`src/rtl/ball_sprite_engine.sv`:
```
// Pong ball sprite: per-frame position/bounce update plus a two-stage pixel pipeline that reads the 16x16 ball ROM.
// Optional build macro BALL_BOUNCE_CNT_EN adds a saturating bounce counter output.
module ball_sprite_engine #(
    parameter int          H_MAX        = 640,
    parameter int          V_MAX        = 480,
    parameter int          VEL          = 2,
    parameter int          SERVE_FRAMES = 60,
    parameter logic [11:0] BALL_RGB     = 12'hF00
) (
    input  logic        clk,
    input  logic        reset_n,
    input  logic [9:0]  x,
    input  logic [9:0]  y,
    input  logic        video_on,
    input  logic        refresh_tick,
    input  logic        pause,
    output logic [3:0]  rom_addr,
    input  logic [15:0] rom_data,
    output logic        ball_on,
    output logic [11:0] ball_rgb,
    output logic [9:0]  ball_x,
    output logic [9:0]  ball_y
`ifdef BALL_BOUNCE_CNT_EN
    ,
    output logic [7:0]  bounce_cnt
`endif
);

    localparam logic [10:0] VEL_W = 11'(VEL);
    localparam logic [9:0]  VEL_N = 10'(VEL);
    localparam int          SW    = (SERVE_FRAMES > 1) ? $clog2(SERVE_FRAMES + 1) : 1;

    typedef enum logic [1:0] {
        ST_SERVE,
        ST_MOVE,
        ST_PAUSED
    } state_t;

    state_t          r_state;
    logic [SW-1:0]   r_serve_cnt;
    logic [1:0][9:0] r_pos;          // index 0 is the X axis, 1 is the Y axis
    logic [1:0]      r_dir;          // 1 = increasing coordinate
    logic [1:0][9:0] w_pos_next;
    logic [1:0]      w_dir_next;
    logic [1:0]      w_flip;
    logic [1:0]      w_axis_in;
    logic [1:0][3:0] w_off;
    logic            w_in_box;
    logic            w_pix_on;

    logic            r_in_box;
    logic [3:0]      r_col;
    logic [3:0]      r_rom_addr;
    logic            r_ball_on;
    logic [11:0]     r_ball_rgb;
`ifdef BALL_BOUNCE_CNT_EN
    logic [7:0]      r_bounce_cnt;
`endif

    // Both axes share the same bounce rule and the same box test, only the limit differs.
    generate
        for (genvar gi = 0; gi < 2; gi++) begin : g_axis
            localparam logic [10:0] LIM = 11'((gi == 0) ? H_MAX - 16 : V_MAX - 16);
            logic [10:0] w_pos_ext;
            logic [10:0] w_coord_ext;
            logic [10:0] w_delta;
            logic [9:0]  w_step;
            logic        w_hit_hi;
            logic        w_hit_lo;

            assign w_pos_ext      = {1'b0, r_pos[gi]};
            assign w_coord_ext    = {1'b0, (gi == 0) ? x : y};
            assign w_hit_hi       = r_dir[gi] && (w_pos_ext + VEL_W >= LIM);
            assign w_hit_lo       = !r_dir[gi] && (w_pos_ext <= VEL_W);
            assign w_step         = r_dir[gi] ? r_pos[gi] + VEL_N : r_pos[gi] - VEL_N;
            assign w_pos_next[gi] = w_hit_hi ? LIM[9:0] : (w_hit_lo ? 10'd0 : w_step);
            assign w_dir_next[gi] = w_hit_hi ? 1'b0 : (w_hit_lo ? 1'b1 : r_dir[gi]);
            assign w_flip[gi]     = w_hit_hi | w_hit_lo;
            assign w_delta        = w_coord_ext - w_pos_ext;
            assign w_axis_in[gi]  = (w_coord_ext >= w_pos_ext) && (w_delta < 11'd16);
            assign w_off[gi]      = w_delta[3:0];
        end
    endgenerate

    assign w_in_box = video_on && (&w_axis_in);
    // ROM bit 15 is the leftmost pixel, so column c selects bit 15-c.
    assign w_pix_on = r_in_box && rom_data[~r_col];

    always_ff @(posedge clk) begin
        if (!reset_n) begin
            r_state     <= ST_SERVE;
            r_serve_cnt <= '0;
            r_pos[0]    <= 10'(H_MAX / 2 - 8);
            r_pos[1]    <= 10'(V_MAX / 2 - 8);
            r_dir       <= 2'b11;
`ifdef BALL_BOUNCE_CNT_EN
            r_bounce_cnt <= 8'd0;
`endif
        end else begin
            case (r_state)
                ST_SERVE: begin
                    if (refresh_tick) begin
                        r_serve_cnt <= r_serve_cnt + 1'b1;
                        if (r_serve_cnt == SW'(SERVE_FRAMES - 1)) begin
                            r_state <= ST_MOVE;
                        end
                    end
                end
                ST_MOVE: begin
                    if (pause) begin
                        r_state <= ST_PAUSED;
                    end else if (refresh_tick) begin
                        r_pos <= w_pos_next;
                        r_dir <= w_dir_next;
`ifdef BALL_BOUNCE_CNT_EN
                        if ((|w_flip) && (r_bounce_cnt != 8'hFF)) begin
                            r_bounce_cnt <= r_bounce_cnt + 8'd1;
                        end
`endif
                    end
                end
                ST_PAUSED: begin
                    if (!pause) begin
                        r_state <= ST_MOVE;
                    end
                end
                default: r_state <= ST_SERVE;
            endcase
        end
    end

    always_ff @(posedge clk) begin
        if (!reset_n) begin
            r_in_box   <= 1'b0;
            r_col      <= 4'd0;
            r_rom_addr <= 4'd0;
            r_ball_on  <= 1'b0;
            r_ball_rgb <= 12'h000;
        end else begin
            r_in_box   <= w_in_box;
            r_col      <= w_off[0];
            r_rom_addr <= w_in_box ? w_off[1] : 4'd0;
            r_ball_on  <= w_pix_on;
            r_ball_rgb <= w_pix_on ? BALL_RGB : 12'h000;
        end
    end

    assign rom_addr = r_rom_addr;
    assign ball_on  = r_ball_on;
    assign ball_rgb = r_ball_rgb;
    assign ball_x   = r_pos[0];
    assign ball_y   = r_pos[1];
`ifdef BALL_BOUNCE_CNT_EN
    assign bounce_cnt = r_bounce_cnt;
    // Flip flags are only consumed by the counter.
`else
    logic w_unused_flip;
    assign w_unused_flip = ^w_flip;
`endif

endmodule

```
`config.mk`:
```
export PLATFORM = sky130hd
export DESIGN_NAME = ball_sprite_engine
export DESIGN_NICKNAME = d
export VERILOG_FILES = /design/src/rtl/ball_sprite_engine.sv
export SDC_FILE = /design/constraint.sdc
export NUM_CORES = 1
export LEC_CHECK = 0
export CORE_UTILIZATION = 25
export DETAILED_ROUTE_END_ITERATION = 8
export HOLD_SLACK_MARGIN = 0.12
export PLACE_DENSITY = 0.43
export SYNTH_ARGS = -nofsm -noshare
export SYNTH_HDL_FRONTEND = slang
export SYNTH_SLANG_ARGS = --single-unit
```
`constraint.sdc`:
```
create_clock -name clk -period 8.3 [get_ports clk]
set_input_delay 1.245 -clock clk [delete_from_list [all_inputs] [get_ports clk]]
set_output_delay 1.245 -clock clk [all_outputs]
set_load 0.02 [all_outputs]
```
=== After elaboration in Yosys (flattened, before gate mapping) ===
Cells that the tools add are included.

* Register bits after elaboration: 52

* Bitwise operators: 2
* Muxes and demuxes: 18
* Eq/ne operators: 7
* Reduce and logical (&&, ||, !) cells: 20
* $add $sub $neg: 9
* Order comparisons: 9

{| class="wikitable"
|+ Operator list
! cell !! count
|-
| 2-to-1 mux 10 bit || 6
|-
| adder 10 x 2 -> 11 bit, second input constant || 2
|-
| < comparator 11 x 5 -> 1 bit, second input constant || 2
|-
| subtractor 10 x 10 -> 11 bit || 2
|-
| adder 10 x 2 -> 10 bit, second input constant || 2
|-
| greater-or-equal comparator 10 bit || 2
|-
| <= comparator 10 x 2 -> 1 bit, second input constant || 2
|-
| subtractor 10 x 2 -> 10 bit, second input constant || 2
|-
| 2-to-1 mux 12 bit || 1
|-
| AND reduction 4 bit || 3
|-
| greater-or-equal comparator 11 x 10 -> 1 bit, second input constant || 1
|-
| greater-or-equal comparator 11 x 9 -> 1 bit, second input constant || 1
|-
| logical AND 1 bit || 8
|-
| 2-to-1 mux 2 bit || 4
|-
| inequality test 2 bit, second input constant || 4
|-
| adder 6 x 1 -> 6 bit, second input constant || 1
|-
| == test 6 bit, second input constant || 1
|-
| one-hot mux 2 bit (3 select lines) || 1
|-
| AND reduction 2 bit || 3
|-
| < comparator 4 x 5 -> 1 bit, second input constant || 1
|-
| 2-to-1 mux 1 bit || 5
|-
| binary-select mux 1 bit (select 4 bit) || 1
|-
| inverter 4 bit || 1
|-
| nonzero test 2 bit || 2
|-
| other kinds (6) || 7
|}

=== Logic depth before layout (Yosys ltp) ===
* Depth after elaboration: 6
* Mapped depth: 10

=== Worst setup path after synthesis ===
OpenSTA, ideal clock, no wires.

* Kind: input to register
* From: input port y[2]
* To: register r_rom_addr[2], in the netlist rom_addr[2]
* Setup time: 0.088 ns
* Data arrival time: 3.275 ns
* Slack: 4.938 ns
* Stages: 8
* Path through: ha_1 > nor2b_1 > o31a_2 > o31ai_1 > a21oi_1 > xor2_1 > or4b_4 > nor4_2

* Cells in the longest elaborated chain, start to end: 6
* Elaborated cells on any way between the ends: 7

{| class="wikitable"
|+ Ends and longest elaborated chain
! what !! RTL line !! RTL
|-
| from (decl) || 13 || <nowiki>input logic [9:0] y,</nowiki>
|-
| subtractor 10 x 10 -> 11 bit || 79 || <nowiki>assign w_delta = w_coord_ext - w_pos_ext;</nowiki>
|-
| < comparator 11 x 5 -> 1 bit || 80 || <nowiki>assign w_axis_in[gi] = (w_coord_ext >= w_pos_ext) && (w_delta < 11'd16);</nowiki>
|-
| logical AND 1 bit || 80 ||
|-
| AND reduction 2 bit || 85 || <nowiki>assign w_in_box = video_on && (&w_axis_in);</nowiki>
|-
| logical AND 1 bit || 85 ||
|-
| AND reduction 2 bit (no line) || n/a ||
|-
| to (signal assigned) || 142 || <nowiki>r_rom_addr <= w_in_box ? w_off[1] : 4'd0;</nowiki>
|-
| to (decl) || 53 || <nowiki>logic [3:0] r_rom_addr;</nowiki>
|}

Parallel ways exist; a longest one is shown, timed or not.
A chain may end at the register's enable or synchronous reset.

=== Worst setup path in the final report ===
Ends and elaborated chain as after synthesis.

==> results.ini <==
[worst_setup_path]
cp-end-kind = register
r2r_end = rom_addr[2]
cp_data_required_time_ps = 8500
cpMaxStageDelayCell = or4b_4
rr_worst_depth = 9
rrSetupSlack_ps = 5250
cp_data_arrival_time_ps = 3840
critical-path-max-stage-delay_ps = 590
critical_path_class = input pin to register
r2r-start = ball_y[2]
cp_cell_sequence = clkdlybuf4s50_1, ha_1, nor2b_1, o31a_2, o31ai_1, a21oi_1, xor2_1, or4b_4, nor4_2
critPathLaunchType = input pin
worstPathMaxFanout = 5

[synthesis]
synth_top_family_by_area = compound AO/OA/AOI/OAI gates
synth-adder-area-share = 0.109
synth.area.top_cells = dfxtp_1 (23%), ha_1 (9.6%), nand2_1 (3.8%), nor2_1 (3.6%), a21oi_1 (3.5%)
synth_xor_area_frac = 0.0486
synth_most_common_cell = dfxtp_1
netlist_area_um2 = 3250
yosysSeqAreaShare = 0.234
ys_types = 64
synth_compound_area_frac = 0.236
async_flop_share = 0
synth-seq-cells = 38
synth_top_area_share = 0.234
synth_flop_cell = dfxtp_1
netlist_top_cells_count = dfxtp_1 (38), nand2_1 (33), nor2_1 (31), inv_1 (26), ha_1 (25)
synth_edf_count = 0
yosysTopAreaCell = dfxtp_1
syn_inst = 407
synth_simple_gate_area_frac = 0.227
yosysWarningCount = 0
syn_avg_cell_area_um2 = 7.97
synth_mux_area_frac = 0.0571

[sta]
max_freq_mhz = 274
maxSlewViolCount = 0
worst_pin_slew_ps = 874
tns_ps = 0
slew_headroom = 0.414
rsz0062_at_grt = false
clock_skew_ps = 5.01
hold_viol = 0
worst_hold_slack_ps = 475
period_minus_slack_ps = 3650
period_share = 0.439
setup_viol = 0

[worst_hold_path]
min_path_type = register to register
holdPathStages = 1
holdPathEnd = ball_rgb[10]
hold_start = r_in_box

[global_route]
gr-total-overflow = 0
grt_max_degree = 26
track_usage = 0.151
grt_pass1_vias = 3088
antenna_found_initial = 0
grt_pass1_wl_mm = 15.8

[die]
dieArea_um2 = 13400
start_util = 0.257
fp.dieW_um = 116
num_rows = 41
core_area_um2 = 12600
dieHeight_um = 116
ios = 78

[detailed_routing]
ant_nets = 0
dr.pass1.iters = 4
wl_per_cell_um = 15.4
wl_mm = 9.78
viasPerCell = 5.00
drc = 0
drt_iter0_drc = 140
via_count = 3176

[cells_and_area]
diodes = 0
nNetsFinal = 530
postLayoutCellArea_um2 = 4210
drive_above_1_share = 0.0605
post-route-util = 0.333
stdcell_count = 635
area_growth_syn_to_layout_pct = 29.6

[clock_network]
cts.clk_slew.worst_paths_ps = 60
post_cts_resized = 0
clk_latency_ps = 280
root_buffer = clkbuf_16
cts_max_level = 2
post-cts-setup-buffers = 0
numCtsBuffers = 5
clockBufferDepth = 2
cts.sinks = 38
cts_tree = done
hold_buffers = 0

[placed_design]
port_buffers = 67
dp_hpwl_mm = 7.52
gp_congestion = 0.857
place_inst = 627
place_area_um2 = 4010

[power_and_ir_drop]
power_density_nw_per_um2 = 121
p_leak_nw = 1.62
peakVddDrop_mv = 0.114

[job]
cap_violations = 0

[outcome]
status = finished, final reports clean

how the worst max path moves through the flow:
stage,cells after the start,from,slack (ps),end
floorplan,8,y[2],4940,rom_addr[2]
global placement,9,y[2],4420,rom_addr[2]
detailed placement,9,y[2],4380,rom_addr[2]
CTS,9,y[2],4660,rom_addr[2]
global route,10,x[1],4490,rom_addr[2]
finish,9,y[2],4650,rom_addr[2]
layout make-up:
type | instances | area [um2]
clock buffers | 5 | 125
clock inverters | 3 | 68.8
fillers | 1352 | 8410
inverters | 27 | 101
multi-input cells | 321 | 2250
flip-flops and latches | 38 | 761
well taps | 172 | 215
repair buffers | 69 | 686
state kept, by name, indices dropped and copies added (netlist names):
register     flops
r_state          2
r_in_box         1
r_serve_cnt      6
rom_addr         4
r_col            4
ball_rgb         1
r_dir            2
ball_y           9
ball_x           9
worst max-delay path, delay by kind of cell:
kind	cells	cell delay, ps
adder cells (fa/ha/maj)	1	320
AO/OA/AOI/OAI	3	710
XOR/XNOR	1	160
buffers and inverters	1	410
AND/OR/NAND/NOR	3	1000
through the flow:
step / power [mW] / worst slack [ps]
after global routing: 0.530 / 4490
after CTS: 0.515 / 4660
after floorplan: 0.234 / 4940
final: 0.508 / 4650
after global placement: 0.260 / 4420
after detailed placement: 0.260 / 4380
report_power, final:
part           switching (mW)  total [mW]  internal [mW]
registers             0.00258       0.187          0.185
clock network          0.0789       0.252          0.173
logic                  0.0306      0.0685         0.0378
total                   0.112       0.508          0.395
placed cells by master, fill, tap and decap left out, types with 3 or more instances in the layout:
master | Yosys | layout
nor2_1 | 31 | 31
o211ai_1 | 10 | 10
nor4_1 | 5 | 5
mux4_2 | 5 | 5
and3_1 | 6 | 6
conb_1 | 1 | 12
nand4_1 | 10 | 10
clkbuf_16 | 0 | 5
inv_1 | 26 | 26
dfxtp_1 | 38 | 38
a211o_1 | 3 | 3
xnor2_1 | 9 | 9
nand2_1 | 33 | 33
and2_1 | 6 | 6
mux2i_1 | 5 | 5
or4_1 | 3 | 3
a31oi_1 | 7 | 7
o31ai_1 | 5 | 5
nor3_1 | 15 | 15
nor2b_1 | 8 | 8
ha_1 | 25 | 25
or3_1 | 5 | 5
clkdlybuf4s50_1 | 0 | 67
xor2_1 | 9 | 9
o31a_1 | 3 | 3
a211oi_1 | 3 | 3
a21oi_1 | 23 | 23
o21a_1 | 7 | 7
o21ai_0 | 21 | 21
and4_1 | 3 | 3
nand3_1 | 8 | 8
routing by layer:
layer,vias up,wire length (um),track usage
met5,-,0,0
met2,102,4340,0.249
met3,8,603,0.0345
met4,0,170,0.0436
met1,1475,4670,0.195
li1,1591,-,-
cells by family (layout without fill, tap and decap cells):
family,after synthesis,in the layout
AO/OA/AOI/OAI,110,110
flip-flops,38,38
adder cells (fa/ha/maj),27,27
other,1,12
multiplexers,12,12
AND/OR/NAND/NOR,142,142
XOR/XNOR,18,18
buffers and inverters,59,104
(Power assumes the default switching activity.)
